===== config.mk =====
export PLATFORM = sky130hd
export DESIGN_NAME = fft_output_serializer
export DESIGN_NICKNAME = d
export VERILOG_FILES = /design/src/rtl/fft_output_serializer_pkg.sv /design/src/rtl/fft_output_serializer_frame_bank.sv /design/src/rtl/fft_output_serializer.sv
export SDC_FILE = /design/constraint.sdc
export NUM_CORES = 2
export LEC_CHECK = 0
export ABC_AREA = 1
export CORE_MARGIN = 2
export CORE_UTILIZATION = 25
export CTS_BUF_LIST = sky130_fd_sc_hd__clkbuf_8
export DETAILED_ROUTE_END_ITERATION = 10
export GPL_TIMING_DRIVEN = 0
export SYNTH_ARGS = -nofsm -noshare
export SYNTH_HDL_FRONTEND = slang
export SYNTH_HIERARCHICAL = 1
export SYNTH_SLANG_ARGS = --single-unit

===== constraint.sdc =====
create_clock -name CLK -period 47.8 [get_ports CLK]
set_clock_uncertainty 0.15 [all_clocks]
set_input_delay 9.56 -clock CLK [delete_from_list [all_inputs] [get_ports CLK]]
set_output_delay 9.56 -clock CLK [all_outputs]
set_load 0.005 [all_outputs]

===== src/rtl/fft_output_serializer_pkg.sv =====
// Shared definitions for the FFT output serializer.
//   FFT_POINTS     frame length (power of two)
//   FFT_DATA_BITS  complex word width (real in the upper half, imag in the lower half)
//   FFT_IDX_BITS   bin index width
//   rd_state_t     read-side FSM states
//   bitrev()       reverses the low nbits bits of a bin index
package fft_output_serializer_pkg;

  localparam int FFT_POINTS    = 32;
  localparam int FFT_DATA_BITS = 30;
  localparam int FFT_IDX_BITS  = $clog2(FFT_POINTS);

  typedef enum logic {
    ST_IDLE   = 1'b0,
    ST_STREAM = 1'b1
  } rd_state_t;

  function automatic int unsigned bitrev(input int unsigned v, input int unsigned nbits);
    int unsigned r;
    r = 0;
    for (int unsigned i = 0; i < nbits; i++) begin
      r = r | (((v >> i) & 32'd1) << (nbits - 1 - i));
    end
    return r;
  endfunction

endpackage


===== src/rtl/fft_output_serializer_frame_bank.sv =====
// One frame buffer of the ping-pong pair: a full frame register plus its full flag.
//   clk, rst_n  clock, asynchronous active-low reset (clears the flag only)
//   wr_en       load wr_frame into the buffer and mark it full
//   wr_frame    packed frame, word k at [k*DATA_BITS +: DATA_BITS]
//   clr         mark the buffer empty (its last word has been sent)
//   rd_idx      word address for the read mux
//   full        buffer holds an unsent frame
//   rd_word     word at rd_idx
module fft_output_serializer_frame_bank #(
  parameter int DATA_BITS = 30,
  parameter int POINTS    = 32,
  parameter int IDX_BITS  = $clog2(POINTS)
) (
  input  logic                        clk,
  input  logic                        rst_n,
  input  logic                        wr_en,
  input  logic [POINTS*DATA_BITS-1:0] wr_frame,
  input  logic                        clr,
  input  logic [IDX_BITS-1:0]         rd_idx,
  output logic                        full,
  output logic [DATA_BITS-1:0]        rd_word
);

  logic [DATA_BITS-1:0] mem [POINTS];

  // Frame contents are deliberately left out of reset; only the flag matters.
  always_ff @(posedge clk) begin
    if (wr_en) begin
      for (int k = 0; k < POINTS; k++) begin
        mem[k] <= wr_frame[k*DATA_BITS +: DATA_BITS];
      end
    end
  end

  // The writer only targets an empty bank and the reader only clears a full
  // one, so wr_en and clr never meet on the same bank.
  always_ff @(posedge clk or negedge rst_n) begin
    if (!rst_n) begin
      full <= 1'b0;
    end else if (wr_en) begin
      full <= 1'b1;
    end else if (clr) begin
      full <= 1'b0;
    end
  end

  assign rd_word = mem[rd_idx];

endmodule


===== src/rtl/fft_output_serializer.sv =====
// Captures one parallel FFT result frame and streams it out one complex word
// per beat, optionally reordered from bit-reversed to natural order. Two frame
// banks in ping-pong so a new frame can land while the previous one drains.
//   CLK, RST   clock, asynchronous active-low reset
//   i_valid    i_frame holds a complete frame this cycle
//   i_frame    packed frame, word k at [k*p_dataBits +: p_dataBits]
//   o_inReady  write bank is empty; frame captured iff i_valid && o_inReady
//   o_drop     one-cycle pulse after a frame was offered while o_inReady=0
//   o_valid    o_data/o_index/o_last valid
//   i_ready    downstream accepts the beat
//   o_data     current complex word
//   o_index    natural-order bin index of o_data
//   o_last     high on the final beat of a frame
//   dbg_state  read FSM state (0 idle, 1 streaming)
//
// Handshake: a beat transfers on a rising edge where o_valid && i_ready; while
// o_valid && !i_ready every output is held unchanged. o_inReady is derived
// from registered bank flags only, never from i_valid or i_ready.
module fft_output_serializer
  import fft_output_serializer_pkg::*;
#(
  parameter int p_dataBits   = FFT_DATA_BITS,
  parameter int p_points     = FFT_POINTS,
  parameter bit p_bitReverse = 1'b1
) (
  input  logic                           CLK,
  input  logic                           RST,
  input  logic                           i_valid,
  input  logic [p_points*p_dataBits-1:0] i_frame,
  output logic                           o_inReady,
  output logic                           o_drop,
  output logic                           o_valid,
  input  logic                           i_ready,
  output logic [p_dataBits-1:0]          o_data,
  output logic [$clog2(p_points)-1:0]    o_index,
  output logic                           o_last,
  output logic                           dbg_state
);

  localparam int p_idxBits = $clog2(p_points);
  localparam logic [p_idxBits-1:0] LAST_BEAT = p_idxBits'(p_points - 1);

  rd_state_t             state;
  logic                  wr_bank;
  logic                  rd_bank;
  logic [p_idxBits-1:0]  beat;
  logic [1:0]            full;
  logic [p_dataBits-1:0] bank_word [2];

  logic                  cap;
  logic                  hs;
  logic                  last_hs;
  logic                  advance;
  logic                  next_rd_bank;
  logic [p_idxBits-1:0]  next_beat;
  logic [p_idxBits-1:0]  rd_addr;
  logic                  src_bank;
  logic                  src_bypass;

  assign o_inReady = !full[wr_bank];
  assign o_index   = beat;
  assign dbg_state = state;

  always_comb begin
    cap          = i_valid && o_inReady;
    hs           = o_valid && i_ready;
    last_hs      = hs && (beat == LAST_BEAT);
    // Load a new output word whenever nothing is on display or the current one is taken.
    advance      = (state == ST_IDLE) || hs;
    next_rd_bank = last_hs ? !rd_bank : rd_bank;
    next_beat    = last_hs ? '0 : (hs ? beat + p_idxBits'(1) : beat);
    rd_addr      = p_bitReverse ? p_idxBits'(bitrev(32'(next_beat), p_idxBits)) : next_beat;
    src_bank     = full[next_rd_bank];
    // A frame landing this very edge in the bank about to be read can be shown
    // straight from i_frame; that only happens at beat 0, whose address is 0
    // in either ordering.
    src_bypass   = cap && (wr_bank == next_rd_bank);
  end

  for (genvar b = 0; b < 2; b++) begin : g_bank
    logic this_wr;
    logic this_rd;
    assign this_wr = (b == 0) ? !wr_bank : wr_bank;
    assign this_rd = (b == 0) ? !rd_bank : rd_bank;

    fft_output_serializer_frame_bank #(
      .DATA_BITS (p_dataBits),
      .POINTS    (p_points),
      .IDX_BITS  (p_idxBits)
    ) u_bank (
      .clk      (CLK),
      .rst_n    (RST),
      .wr_en    (cap && this_wr),
      .wr_frame (i_frame),
      .clr      (last_hs && this_rd),
      .rd_idx   (rd_addr),
      .full     (full[b]),
      .rd_word  (bank_word[b])
    );
  end

  always_ff @(posedge CLK or negedge RST) begin
    if (!RST) begin
      state   <= ST_IDLE;
      wr_bank <= 1'b0;
      rd_bank <= 1'b0;
      beat    <= '0;
      o_valid <= 1'b0;
      o_data  <= '0;
      o_last  <= 1'b0;
      o_drop  <= 1'b0;
    end else begin
      o_drop  <= i_valid && !o_inReady;
      rd_bank <= next_rd_bank;
      if (cap) begin
        wr_bank <= !wr_bank;
      end
      if (advance) begin
        beat <= next_beat;
        if (src_bank || src_bypass) begin
          state   <= ST_STREAM;
          o_valid <= 1'b1;
          o_data  <= src_bank ? bank_word[next_rd_bank] : i_frame[p_dataBits-1:0];
          o_last  <= (next_beat == LAST_BEAT);
        end else begin
          state   <= ST_IDLE;
          o_valid <= 1'b0;
          o_last  <= 1'b0;
        end
      end
    end
  end

endmodule

==> results.yml <==
floorplan:
  fp-row-count: 207
  effective_utilization_at_floorplan: 0.251
  fp.dieArea_sq_um: 323000
  die_width_um: 568
  boundaryPins: 1004
  dieHeight_um: 568
  core_sq_um: 318000
clocking:
  post_cts_resized: 0
  clk_latency_worst_skew_pair_ns: 1.03
  cts_tree: "done"
  max-clock-path-buffers: 4
  clockRootBuffer: "sky130_fd_sc_hd__clkbuf_8"
  hold_buffers: 0
  h_tree_depth: 5
  cts.sink_count: 1962
  worst_setup_hold_path_clk_slew_ns: 0.06
  post_cts_setup_buffers: 0
  numCtsBuffers: 345
setup_path:
  timing.critical_path.slowest_cell_delay_ns: 0.58
  path_common_cell: "sky130_fd_sc_hd__nand2_1"
  worst_ep_required_time_ns: 48.61
  timing.reg2reg.setup_slack_ns: 41.57
  crit_slowest_cell: "sky130_fd_sc_hd__buf_2"
  critical_path.n_buffers_inverters: 5
  worstSetupPathType: "in -> reg"
  reg2regPathDepth: 22
  worst_setup_path_start_kind: "input port"
  critical_path.top_delay_family: "simple AND/OR/NAND/NOR gates"
  critical_path_peak_fanout: 13
  critical_path.cell_chain: "clkdlybuf4s50_1 > nand3_1 > o21ai_0 > nand2_1 > nor2_1 > buf_2 > inv_2 > buf_2 > buf_2 > nand3_1 > nand3_1 > nand2_1 > nand2_1 > nand2_1 > nand2_1 > nand2_1 > nand2_1 > a31oi_1 > nand2_1 > nand2_1"
  critical_path_sink_type: "register"
  critical_path.reg2reg.endpoint: "o_data[13]"
  worstReg2RegStart: "o_index[0]"
  arrival_ns: 15.06
placed_design:
  numPortBuffers: 1003
  placement.cell_area_sq_um: 96000
  dp_worst_setup_slack_ns: 32.61
  detailed_place_hpwl_um: 297000
  globalplace.congestion: 0.905
run:
  maxCapViolCount: 0
outcome:
  run_status: "finished clean"
timing:
  worst_slew_margin_rel: 0.0153
  max_slew.worst_pin.slew_ns: 1.48
  final.period_utilization: 0.298
  holdWs_ns: 0.329
  final_setup_vio_count: 0
  max_clock_freq_ghz: 0.0702
  number_of_pins_exceeding_their_max_slew_limit_in_the_final_report: 0
  period_minus_slack_ns: 14.25
  timing.final.hold_violations: 0
  grt_setup_unrepaired: "no"
  worst_path_setup_slack_after_routing_ns: 33.55
finish:
  most_common_library_cell_in_the_layout_ignoring_fill_and_taps: "sky130_fd_sc_hd__nand2_1"
  mostFrequentLayoutCells: "sky130_fd_sc_hd__nand2_1 (2873), sky130_fd_sc_hd__edfxtp_1 (1920), sky130_fd_sc_hd__nand3_1 (1444), sky130_fd_sc_hd__clkdlybuf4s50_1 (1002), sky130_fd_sc_hd__clkbuf_8 (349)"
  final_design_area_no_fill_sq_um: 103000
  filler_cell_count: 31913
  final_net_count: 9200
  area_delta_synth_final_pct: 28.9
  post_route_cells_drive_above_1_share: 0.0953
power_and_ir_drop:
  power_frac_comb: 0.505
  finalPower_mw: 7.25
  power.density_nw_per_um2: 70.7
  p_int_mw: 3.67
  switching_share: 0.494
  power_frac_clock: 0.204
  netSwitchingPower_mw: 3.58
  power.share.sequential: 0.291
  ir_worst_vdd_uv: 49.0
  power.leakage_nw: 37.8
min_path:
  worst_hold_path.endpoint: "o_data[16]"
  min_delay_path_depth: 2
  hold_class: "reg -> reg"
  timing.hold.worst.start: "o_data[16]"
detailed_routing:
  detail_route.wl_per_cell_um: 30.8
  post_drt_via_cell_ratio: 4.89
  drt_iter0_markers: 8574
  route.vias.total: 62513
  first_pass_iters: 7
  detail-route-antenna-nets: 0
  drc_errors: 0
  postRouteWirelength_um: 393000
synthesis:
  syn_area_per_cell_sq_um: 11.7
  yosys_register_bits: 1962
  post_synth_inst_count: 6832
  synth.yosys.seq_area_share: 0.738
  synth.net_count: 7800
  post_synth_num_cell_types: 24
  yosys_warnings: 6
  syn_area_sq_um: 79600
global_routing:
  first_global_vias: 60290
  grt_usage: 0.234
  grt_first_pass_wirelength_um: 512000
  grt_max_degree: 124
  antenna_found_initial: 237
  gr-total-overflow: 0
==> how the worst max path moves through the flow <==
stage,slack (ns),endpoint,depth (start not counted),start
after floorplan,11.94,g_bank[1].u_bank/full,3,i_valid
after CTS,33.77,o_data[13],20,i_ready
after global placement,-3.20,g_bank[1].u_bank/full,4,i_valid
final,33.55,o_data[13],20,i_ready
after detailed placement,32.61,o_data[13],20,i_ready
after global routing,33.65,o_data[13],20,i_ready
==> synth_stat cells <==
| master | n | area, sq um |
|---|---|---|
| sky130_fd_sc_hd__nand2_1 | 2873 | 10800 |
| sky130_fd_sc_hd__edfxtp_1 | 1920 | 57700 |
| sky130_fd_sc_hd__nand3_1 | 1444 | 7230 |
| sky130_fd_sc_hd__buf_2 | 242 | 1210 |
| sky130_fd_sc_hd__clkbuf_1 | 99 | 372 |
| sky130_fd_sc_hd__nor2_1 | 43 | 161 |
| sky130_fd_sc_hd__dfrtp_1 | 42 | 1050 |
| sky130_fd_sc_hd__buf_4 | 38 | 285 |
| sky130_fd_sc_hd__a31oi_1 | 30 | 188 |
| sky130_fd_sc_hd__buf_6 | 27 | 304 |
| sky130_fd_sc_hd__buf_1 | 24 | 90.1 |
| sky130_fd_sc_hd__inv_1 | 24 | 90.1 |
| sky130_fd_sc_hd__inv_2 | 5 | 18.8 |
| sky130_fd_sc_hd__ha_1 | 4 | 50.1 |
| sky130_fd_sc_hd__o21ai_0 | 4 | 20.0 |
| sky130_fd_sc_hd__clkinv_1 | 2 | 7.51 |
| sky130_fd_sc_hd__inv_4 | 2 | 12.5 |
| sky130_fd_sc_hd__nand2_4 | 2 | 22.5 |
| sky130_fd_sc_hd__o21bai_1 | 2 | 15.0 |
| sky130_fd_sc_hd__nand2_2 | 1 | 6.26 |
| sky130_fd_sc_hd__nand3_2 | 1 | 10.0 |
| sky130_fd_sc_hd__nand4_1 | 1 | 6.26 |
| sky130_fd_sc_hd__nor2_2 | 1 | 6.26 |
| sky130_fd_sc_hd__nor3_1 | 1 | 5.00 |
==> routing by layer <==
| metal | global-route usage | wire length [um] |
|---|---|---|
| met5 | 0 | 570 |
| met3 | 0.0610 | 40800 |
| met4 | 0.120 | 20900 |
| met1 | 0.297 | 152000 |
| met2 | 0.367 | 178000 |
==> sequential cells by signal (all words and copies together), names as in the netlist <==
signal,cells
g_bank.u_bank/mem,1920
o_valid,1
g_bank.u_bank/full,2
o_last,1
o_index,5
g_bank.this_wr,1
o_data,30
o_drop,1
g_bank.this_rd,1
==> tightest hold or removal path: cells and delay by family, from the launching register on <==
family	cells	cell delay [ns]
simple gates	2	0.10
flops	1	0.34
==> power groups by stage <==
stage               clock network [mW]  logic (mW)  registers (mW)
finish                            1.48        3.66            2.11
global route                      1.58        3.85            2.12
CTS                               1.51        3.62            2.11
detailed placement                   0        3.61            2.14
global placement                     0        3.57            2.41
floorplan                            0        1.70            2.30
==> cells by family after synthesis <==
family | synth area share
buffers and inverters | 0.0300
AND/OR/NAND/NOR | 0.229
AO/OA/AOI/OAI | 0.00280
adder cells (fa/ha/maj) | 0.000629
flip-flops | 0.738
==> through the flow <==
| step | util | cells | setup TNS [ns] |
|---|---|---|---|
| 6_report | 0.323 | 12778 | 0 |
| 4_1_cts | 0.322 | 12666 | 0 |
| 3_3_place_gp | 0.299 | 12015 | -2681.88 |
| 2_1_floorplan | - | 6832 | 0 |
| 5_1_grt | 0.323 | 12711 | 0 |
| 3_5_place_dp | 0.302 | 12065 | 0 |
==> area by class of cell <==
type                            count  area [sq um]  area share
Antenna cell                      112           280     0.00273
Buffer                            430          2270      0.0221
Multi-Input combinational cell   4407         18500       0.180
Tap cell                         4180          5230      0.0510
Clock buffer                      349          4800      0.0468
Inverter                           33           136     0.00133
Clock inverter                    252          1540      0.0150
Sequential cell                  1962         58700       0.572
Timing Repair Buffer             1053         11100       0.109
Note: power is estimated with default switching activity, not from simulation.
